File: src/rtl/pc_sequencer.sv
// Multi-cycle program-counter sequencer: fetch, wait for instruction memory,
// decode, execute, write back. Branch decisions are sampled in EXECUTE and
// applied to the PC at the end of WRITEBACK. A fetch that stalls too long
// parks the sequencer in a terminal ERROR state until reset.
module pc_sequencer #(
   parameter logic [31:0] RESET_PC      = 32'h0000_0000,
   parameter int unsigned FETCH_TIMEOUT = 15
) (
   input  logic        clock,
   input  logic        reset_n,
   input  logic        halt,
   output logic        imem_req,
   output logic [31:0] imem_addr,
   input  logic        imem_ready,
   input  logic [31:0] imem_rdata,
   input  logic        branchFlag,
   input  logic        unconditionalBranchFlag,
   input  logic        zeroFlag,
   input  logic [31:0] pcOffsetFilled,
   output logic [31:0] PC,
   output logic [31:0] instruction,
   output logic        decode_en,
   output logic        execute_en,
   output logic        writeback_en,
   output logic        fetch_error,
   output logic        halted
);

   localparam int unsigned CntW = $clog2(FETCH_TIMEOUT + 1);
   localparam logic [CntW-1:0] TimeoutVal = CntW'(FETCH_TIMEOUT);

   typedef enum logic [2:0] {
      StFetch,
      StWait,
      StDecode,
      StExecute,
      StWriteback,
      StHalt,
      StError
   } state_e;

   state_e          state_q, state_d;
   logic [31:0]     pc_q, pc_d;
   logic [31:0]     instr_q, instr_d;
   logic [CntW-1:0] cnt_q, cnt_d;
   logic            take_q, take_d;
   logic            ferr_q, ferr_d;
   logic            imem_req_q, decode_en_q, execute_en_q, writeback_en_q, halted_q;
   logic [CntW-1:0] cnt_inc;

   assign cnt_inc = cnt_q + 1'b1;

   // Next-state, datapath updates and branch decision.
   always_comb begin
      state_d = state_q;
      pc_d    = pc_q;
      instr_d = instr_q;
      cnt_d   = cnt_q;
      take_d  = take_q;
      ferr_d  = ferr_q;
      unique case (state_q)
         StFetch: begin
            if (halt) begin
               state_d = StHalt;
            end else begin
               state_d = StWait;
               cnt_d   = '0;
            end
         end
         StWait: begin
            // A ready in the same cycle the timeout would fire still wins.
            if (imem_ready) begin
               instr_d = imem_rdata;
               state_d = StDecode;
            end else begin
               cnt_d = cnt_inc;
               if (cnt_inc == TimeoutVal) begin
                  state_d = StError;
                  ferr_d  = 1'b1;
               end
            end
         end
         StDecode: state_d = StExecute;
         StExecute: begin
            take_d  = (zeroFlag & branchFlag) | unconditionalBranchFlag;
            state_d = StWriteback;
         end
         StWriteback: begin
            // Offset is in words; bits shifted out the top are dropped.
            pc_d    = take_q ? pc_q + {pcOffsetFilled[29:0], 2'b00} : pc_q + 32'd4;
            state_d = StFetch;
         end
         StHalt: begin
            if (!halt) state_d = StFetch;
         end
         StError: state_d = StError;
         default: state_d = StError;
      endcase
   end

   // State and registered outputs; outputs reflect the state being entered.
   always_ff @(posedge clock or negedge reset_n) begin
      if (!reset_n) begin
         state_q        <= StFetch;
         pc_q           <= RESET_PC;
         instr_q        <= '0;
         cnt_q          <= '0;
         take_q         <= 1'b0;
         ferr_q         <= 1'b0;
         imem_req_q     <= 1'b0;
         decode_en_q    <= 1'b0;
         execute_en_q   <= 1'b0;
         writeback_en_q <= 1'b0;
         halted_q       <= 1'b0;
      end else begin
         state_q        <= state_d;
         pc_q           <= pc_d;
         instr_q        <= instr_d;
         cnt_q          <= cnt_d;
         take_q         <= take_d;
         ferr_q         <= ferr_d;
         imem_req_q     <= (state_d == StWait);
         decode_en_q    <= (state_d == StDecode);
         execute_en_q   <= (state_d == StExecute);
         writeback_en_q <= (state_d == StWriteback);
         halted_q       <= (state_d == StHalt);
      end
   end

   assign imem_req     = imem_req_q;
   assign imem_addr    = pc_q;
   assign PC           = pc_q;
   assign instruction  = instr_q;
   assign decode_en    = decode_en_q;
   assign execute_en   = execute_en_q;
   assign writeback_en = writeback_en_q;
   assign fetch_error  = ferr_q;
   assign halted       = halted_q;

endmodule
File: config.mk
export PLATFORM = sky130hd
export DESIGN_NAME = pc_sequencer
export DESIGN_NICKNAME = d
export VERILOG_FILES = /design/src/rtl/pc_sequencer.sv
export SDC_FILE = /design/constraint.sdc
export NUM_CORES = 1
export LEC_CHECK = 0
export ABC_AREA = 1
export CAP_MARGIN = 0
export CELL_PAD_IN_SITES_DETAIL_PLACEMENT = 0
export CELL_PAD_IN_SITES_GLOBAL_PLACEMENT = 1
export CORE_AREA = 4 4 135 137
export DETAILED_ROUTE_END_ITERATION = 8
export DIE_AREA = 0 0 139 141
export PLACE_DENSITY = 0.88
export SETUP_SLACK_MARGIN = 0.05
export SLEW_MARGIN = 20
export SYNTH_ARGS = -nofsm -noshare
export SYNTH_HDL_FRONTEND = slang
export SYNTH_SLANG_ARGS = --single-unit
File: constraint.sdc
create_clock -name clock -period 2.6 [get_ports clock]
set_input_delay 0.65 -clock clock [delete_from_list [all_inputs] [get_ports clock]]
set_output_delay 0.65 -clock clock [all_outputs]
set_load 0.02 [all_outputs]
[Word-level counts from Yosys, hierarchy flattened]
Index checks and enable logic that the tools add are counted.
Word-level totals
  bits in registers: 78
  logic and storage cells: 44
  input bits: 71
Cells by class
  muxes and demuxes: 9
  add/sub/neg operators: 3
  bitwise operators: 3
  equal/unequal tests: 13
  reduce and logical (&&, ||, !) cells: 5
Operators with widths (count)
  $add A32 B3 Y32 const B: 1
  $add A32 B32 Y32: 1
  $mux W32: 1
  $pmux W3 S6: 1
  $eq A3 B2 Y1 const B: 4
  $eq A3 B3 Y1 const B: 4
  $mux W3: 4
  $mux W4: 2
  $pmux W4 S2: 1
  $eq A3 B1 Y1 const B: 2
  $reduce_and A3 Y1: 2
  $add A4 B1 Y4 const B: 1
  $eq A4 B4 Y1 const B: 1
  $ne A2 B2 Y1 const B: 2
  $logic_not A3 Y1: 1
  $reduce_and A2 Y1: 1
  $reduce_bool A2 Y1: 1
  $and A1 B1 Y1: 1
  $not A1 Y1: 1
  $or A1 B1 Y1: 1

[Logic depth before layout (Yosys ltp)]
Gate-level depths: netlist (run 1).
  depth after elaboration: 6
  depth in mapped cells: 16

[Least setup slack after synthesis (run 1)]
No wires, ideal clock.
  path type: input-to-reg
  from: input pcOffsetFilled[0]
  to: register pc_q[22], in the netlist PC[22]
  setup time: 0.117 ns
  arrival time: 2.045 ns
  cell stages on the path: 15
  path slack: 0.438 ns
  buffers on the path: 0
  cells stage by stage: inv_1 nand2_1 ha_1 inv_1 fa_1 inv_1 nand3_1 nand3_1 nand3_1 nand3_1 nand3_1 nand2_1 nand2_1 nand3_1 nand2_1
Between the ends
  longest elaborated chain between the ends: 2
RTL lines
  start: declaration: RTL line 19  | input logic [31:0] pcOffsetFilled,
  $add A32 B32 Y32: RTL line 90  | pc_d = take_q ? pc_q + {pcOffsetFilled[29:0], 2'b00} : pc_q + 32'd4;
  $mux W32: RTL line 90
  end signal: assignment: RTL line 117  | pc_q <= pc_d;
  end: declaration: RTL line 43  | logic [31:0] pc_q, pc_d;
No other way between the ends.
A chain may end at the register's enable or synchronous reset.

[Final worst setup path (run 1)]
  from: input pcOffsetFilled[0]
  to: register pc_q[28], in the netlist PC[28]
Same word-level chain as after synthesis.

==> out/results.ini, run 1 <==
[cts]
clk_latency_ns = 0.35
htree_levels = 3
clk_path_buf_depth = 2
cts_sinks = 76
holdBufCountCts = 0
path_clk_slew_ns = 0.07
cts_tree = done
cts_made_buffers = 9
cts_root_buf = clkbuf_16

[floorplanning]
core_area_um2 = 17100
die_h_um = 141
fp-row-count = 48
start_util_pct = 32.4
die_w_um = 139
fp.dieArea_um2 = 19600
io-pin-count = 173

[synth]
synth_edf_count = 0
syn_area_per_cell_um2 = 6.55
synthTopCellsByArea = dfrtp_1 (34%), nand2_1 (25%), inv_1 (8.7%)
yosysMostFrequentCell = nand2_1
synth_top_area_share_pct = 34.4
async_flop_share_pct = 100
synth_top_cell_by_area = dfrtp_1
ys_seq_area_share_pct = 34.4
syn_area_um2 = 5530
ys_warn_count = 0
ys.flop_type = dfrtp_1
postSynthCellCount = 845
synth.distinct_cells = 32
synth_seq_cells = 76
ys_top_cells_by_count = nand2_1 (373), inv_1 (129), dfrtp_1 (76)

[placed_design]
preCtsSetupSlack_ns = -0.219
place_congestion = 0.881
portBuffers = 166
hpwl_um = 12400
place_area_um2 = 7420

[sta]
final.min_clock_period_ns = 2.38
relSlewSlack_pct = 55.4
rsz0062_at_grt = no
tightest_slew_ns = 0.669
skew_ns = 0.0101
drv_slew = 0
fmax_ghz = 0.420
fin_crit_sh_pct = 91.6
finalSetupViolCount = 0
hold_viol_final = 0
fin_ws_ns = 0.218

[finish]
nFillCells = 1800
utilization_pct = 45.3
fin_area_um2 = 7730
drive_gt1_share_pct = 6.50
nets = 1114
diodes = 0
syn_to_final_growth_pct = 39.7

[routing]
wl_per_cell_um = 13.0
vias_per_cell = 4.36
drc = 0
firstDrtPassIters = 4
ant_nets = 0
drtIter0Drc = 190
routed_wl_um = 16100
vias = 5411

[grt]
antenna_found_initial = 0
met3_usage_pct = 6.04
grt_max_degree = 41
grt_pass1_wl_um = 26400
grt_pass1_vias = 5438
met2_usage_pct = 28.4
grtUsageMet1_pct = 19.7
track_usage_pct = 16.7
top_usage_layer = met2
grt_overflow = 0

[worst_setup_path]
r2r-end = PC[12]
r2r_cells = 11
crit_path_cell_trace = clkdlybuf4s50_1 > inv_1 > nand2_1 > ha_1 > inv_1 > fa_1 > inv_1 > nand3_1 > nand3_1 > nand3_1 > nand2_1 > nand2_1 > nand3_1 > nand2_1
start_kind = primary input
reg2reg_from = take_q
worstSetupPathType = in -> reg
cp_slowest_stage_delay_ns = 0.46
critPathArrivalTime_ns = 2.62
worstPathRequired_ns = 2.84
critPathSlowestCell = clkdlybuf4s50_1
crit_path_end_kind = register
rrSetupSlack_ns = 0.35
critPathMaxFanout = 4

[pwr]
vdd.ir_drop.worst_uv = 276
power.density_nw_per_um2 = 404
total_leakage_power_nw = 4.15

[min_path]
hold_path.class = in -> async

[run_status]
status = complete, no violations

[job]
maxCapViolations = 0

==> area by class of cell <==
cell class,instances,area (um2),share of cell area [%]
Tap cell,225,282,3.64
Timing Repair Buffer,201,1950,25.2
Multi-Input combinational cell,589,2800,36.3
Sequential cell,76,1900,24.6
Clock inverter,5,61.3,0.793
Clock buffer,11,233,3.01
Inverter,134,503,6.51
==> what timing repair did <==
item,CTS,global route
setup buffers,0,0
gates resized for setup,0,3
endpoints found under the setup margin,0,6
==> worst max-delay path by stage <==
| stage | start | to | slack (ns) | depth (start not counted) |
|---|---|---|---|---|
| 2_1_floorplan | pcOffsetFilled[0] | PC[22] | 0.44 | 15 |
| 3_3_place_gp | pcOffsetFilled[0] | PC[14] | -0.18 | 14 |
| 3_5_place_dp | pcOffsetFilled[0] | PC[14] | -0.22 | 14 |
| 4_1_cts | pcOffsetFilled[0] | PC[14] | 0.14 | 14 |
| 5_1_grt | pcOffsetFilled[13] | PC[26] | 0.07 | 13 |
| 6_report | pcOffsetFilled[0] | PC[28] | 0.22 | 14 |
==> metrics by stage <==
stage	total power, W	setup TNS, ns	instances	hold slack, ns
global route	0.00329	0	1241	0.332
global placement	0.00184	-1.67	1225	0.453
floorplan	0.00155	0	848	0.354
finish	0.00313	0	1241	0.303
CTS	0.00317	0	1241	0.319
detailed placement	0.00184	-2.01	1225	0.458
==> cell usage in the layout (no fill, tap or decap), types with 2 or more instances in the layout <==
| master | instances |
|---|---|
| nand2_1 | 372 |
| clkdlybuf4s50_1 | 165 |
| inv_1 | 129 |
| dfrtp_1 | 76 |
| nor2_1 | 47 |
| nand3_1 | 43 |
| buf_4 | 34 |
| ha_1 | 31 |
| a21oi_1 | 25 |
| o21ai_0 | 16 |
| clkbuf_16 | 9 |
| xnor2_1 | 8 |
| nand3b_1 | 8 |
| inv_2 | 5 |
| nand4_1 | 5 |
| nor3_1 | 4 |
| or2_2 | 4 |
| conb_1 | 4 |
| xor2_1 | 3 |
| o21bai_1 | 3 |
| clkinvlp_4 | 3 |
| nand3_2 | 2 |
| or2_0 | 2 |
| o21a_1 | 2 |
| clkbuf_1 | 2 |
| buf_12 | 2 |
==> layer usage <==
metal | vias up | wire, um
li1 | 2857 | -
met1 | 2375 | 6940
met2 | 163 | 7460
met3 | 16 | 1470
met4 | 0 | 246
met5 | - | 0
==> worst max-delay path, delay by kind of cell <==
family / cells / cell delay, ns
buffers and inverters: 4 / 0.64
AND/OR/NAND/NOR: 8 / 0.81
adder cells (fa/ha/maj): 2 / 0.54
==> cell families after synthesis <==
family	count (synthesis)	synth area share, %
simple gates	493	36.3
buf+inv	183	15.4
flops	76	34.4
compound gates	49	4.73
fa+ha+maj	32	7.37
xor+xnor	11	1.74
other cells	1	0.0678
==> report_power, final <==
part	internal, W	total, W	switching, W	leakage, nW
Combinational	0.000287	0.000595	0.000308	3.17
Clock	0.000749	0.00130	0.000555	0.132
Sequential	0.00121	0.00123	0.0000165	0.846
==> state kept, by name (all words and copies together), names as in the netlist <==
| signal | cells |
|---|---|
| PC | 30 |
| cnt_q | 4 |
| decode_en | 1 |
| execute_en | 1 |
| fetch_error | 1 |
| halted | 1 |
| imem_req | 1 |
| instruction | 32 |
| state_q | 3 |
| take_q | 1 |
| writeback_en | 1 |
No activity file was read; power rests on OpenSTA's default activity.
==> run 2: changes to the inputs <==
--- a/config.mk
+++ b/config.mk
@@ -10,6 +10,7 @@
 export CELL_PAD_IN_SITES_DETAIL_PLACEMENT = 0
 export CELL_PAD_IN_SITES_GLOBAL_PLACEMENT = 1
 export CORE_AREA = 4 4 135 137
+export CTS_BUF_LIST = sky130_fd_sc_hd__clkbuf_8 sky130_fd_sc_hd__clkbuf_16
 export DETAILED_ROUTE_END_ITERATION = 8
 export DIE_AREA = 0 0 139 141
 export PLACE_DENSITY = 0.88
==> out/results.ini, run 2 (synthesis gave the netlist of run 1 again) <==
[placed_design]
portBuffers = 166
place_area_um2 = 7420
hpwl_um = 12400
place_congestion = 0.881

[sta]
relSlewSlack_pct = 55.2
fin_crit_sh_pct = 91.5
final.min_clock_period_ns = 2.38
skew_ns = 0.00823
fmax_ghz = 0.420
rsz0062_at_grt = no
finalSetupViolCount = 0
hold_viol_final = 0
tightest_slew_ns = 0.671
drv_slew = 0

[worst_setup_path]
critPathMaxFanout = 4
crit_buf_inv = 4
r2r-end = PC[28]
rrSetupSlack_ns = 0.37
cp_slowest_stage_delay_ns = 0.46
worstSetupPathType = in -> reg
crit_family = simple AND/OR/NAND/NOR gates
cp.depth = 14
start_kind = primary input
crit_path_end_kind = register
critPathArrivalTime_ns = 2.62
reg2reg_from = take_q
critPathSlowestCell = clkdlybuf4s50_1
r2r_cells = 13
worstPathRequired_ns = 2.84
crit_path_cell_trace = clkdlybuf4s50_1 > inv_1 > nand2_1 > ha_1 > inv_1 > fa_1 > inv_1 > nand3_1 > nand3_1 > nand3_1 > nand2_1 > nand2_1 > nand3_1 > nand2_1

[finish]
diodes = 0
nFillCells = 1800
nets = 1114
final_cell_mix = nand2_1 (372), clkdlybuf4s50_1 (165), inv_1 (131)
drive_gt1_share_pct = 6.50
fin_area_um2 = 7730
largest_reg_flops = 32
syn_to_final_growth_pct = 39.7
final_common_cell = nand2_1

[cts]
htree_levels = 3
cts_made_buffers = 9
cts_tree = done
cts_sinks = 76
cts_root_buf = clkbuf_16
path_clk_slew_ns = 0.07
clk_path_buf_depth = 2
holdBufCountCts = 0
clk_latency_ns = 0.35

[routing]
ant_nets = 0
routed_wl_um = 16100
vias = 5426
firstDrtPassIters = 5
drc = 0
wl_per_cell_um = 13.0
vias_per_cell = 4.37
drtIter0Drc = 190

[grt]
grt_pass1_vias = 5438
grt_overflow = 0
grt_pass1_wl_um = 26400
grt_max_degree = 41
track_usage_pct = 16.7
antenna_found_initial = 0

[pwr]
vdd.ir_drop.worst_uv = 277
total_leakage_power_nw = 4.15
fin_total_pwr_w = 0.00312
power.density_nw_per_um2 = 404

[floorplanning]
die_h_um = 141
io-pin-count = 173
fp.dieArea_um2 = 19600
fp-row-count = 48
die_w_um = 139
start_util_pct = 32.4
core_area_um2 = 17100

[job]
maxCapViolations = 0

[min_path]
hold_path.class = in -> async

[run_status]
status = complete, no violations

run 2: cell count changes in the layout (fill, tap and decap cells not counted), sizes merged:
| cell | before | now |
|---|---|---|
| clkbuf | 11 | 9 |
| inv | 135 | 137 |
run 2: timing repair:
action | 4_1_cts | 5_1_grt
buffers inserted | 0 | 0
resized for setup | 0 | 3
endpoints found under the setup margin | 0 | 6
run 2: worst reg2reg max path, delay by kind of cell (launching register included):
kind | cells | cell delay [ns]
flops | 1 | 0.41
simple gates | 10 | 1.16
fa+ha+maj | 1 | 0.33
buf+inv | 2 | 0.22
run 2: per-layer routing:
metal | GRT usage [%] | vias to the layer above | wire [um]
li1 | - | 2858 | -
met1 | 19.7 | 2374 | 6930
met2 | 28.4 | 172 | 7440
met3 | 6.04 | 22 | 1490
met4 | 5.15 | 0 | 264
met5 | 0 | - | 0
run 2: worst max-delay path by stage:
| stage | from | endpoint | slack (ns) |
|---|---|---|---|
| finish | pcOffsetFilled[0] | PC[28] | 0.22 |
| global route | pcOffsetFilled[13] | PC[26] | 0.07 |
| CTS | pcOffsetFilled[0] | PC[14] | 0.14 |
| detailed placement | pcOffsetFilled[0] | PC[14] | -0.22 |
| global placement | pcOffsetFilled[0] | PC[14] | -0.18 |
| floorplan | pcOffsetFilled[0] | PC[22] | 0.44 |
run 2: metrics by stage:
step | hold WS (ns) | worst slack, ns | cells | util [%] | setup TNS, ns
after floorplan | 0.354 | 0.438 | 848 | - | 0
after global placement | 0.453 | -0.176 | 1225 | 43.5 | -1.67
after detailed placement | 0.458 | -0.219 | 1225 | 43.5 | -2.01
after CTS | 0.319 | 0.143 | 1241 | 45.2 | 0
after global routing | 0.332 | 0.0675 | 1241 | 45.3 | 0
final | 0.301 | 0.221 | 1241 | 45.3 | 0
run 2: area by class of cell:
cell class / instances / area (um2) / area share (%)
clock inverters: 7 / 68.8 / 0.890
multi-input cells: 589 / 2800 / 36.3
repair buffers: 201 / 1950 / 25.2
inverters: 134 / 503 / 6.51
well taps: 225 / 282 / 3.64
flip-flops and latches: 76 / 1900 / 24.6
clock buffers: 9 / 225 / 2.91
run 2: report_power, final:
group | internal [W] | leakage, nW | switching [W]
Clock | 0.000741 | 0.141 | 0.000558
Combinational | 0.000287 | 3.17 | 0.000308
Sequential | 0.00121 | 0.846 | 0.0000166
Total | 0.00224 | 4.15 | 0.000882
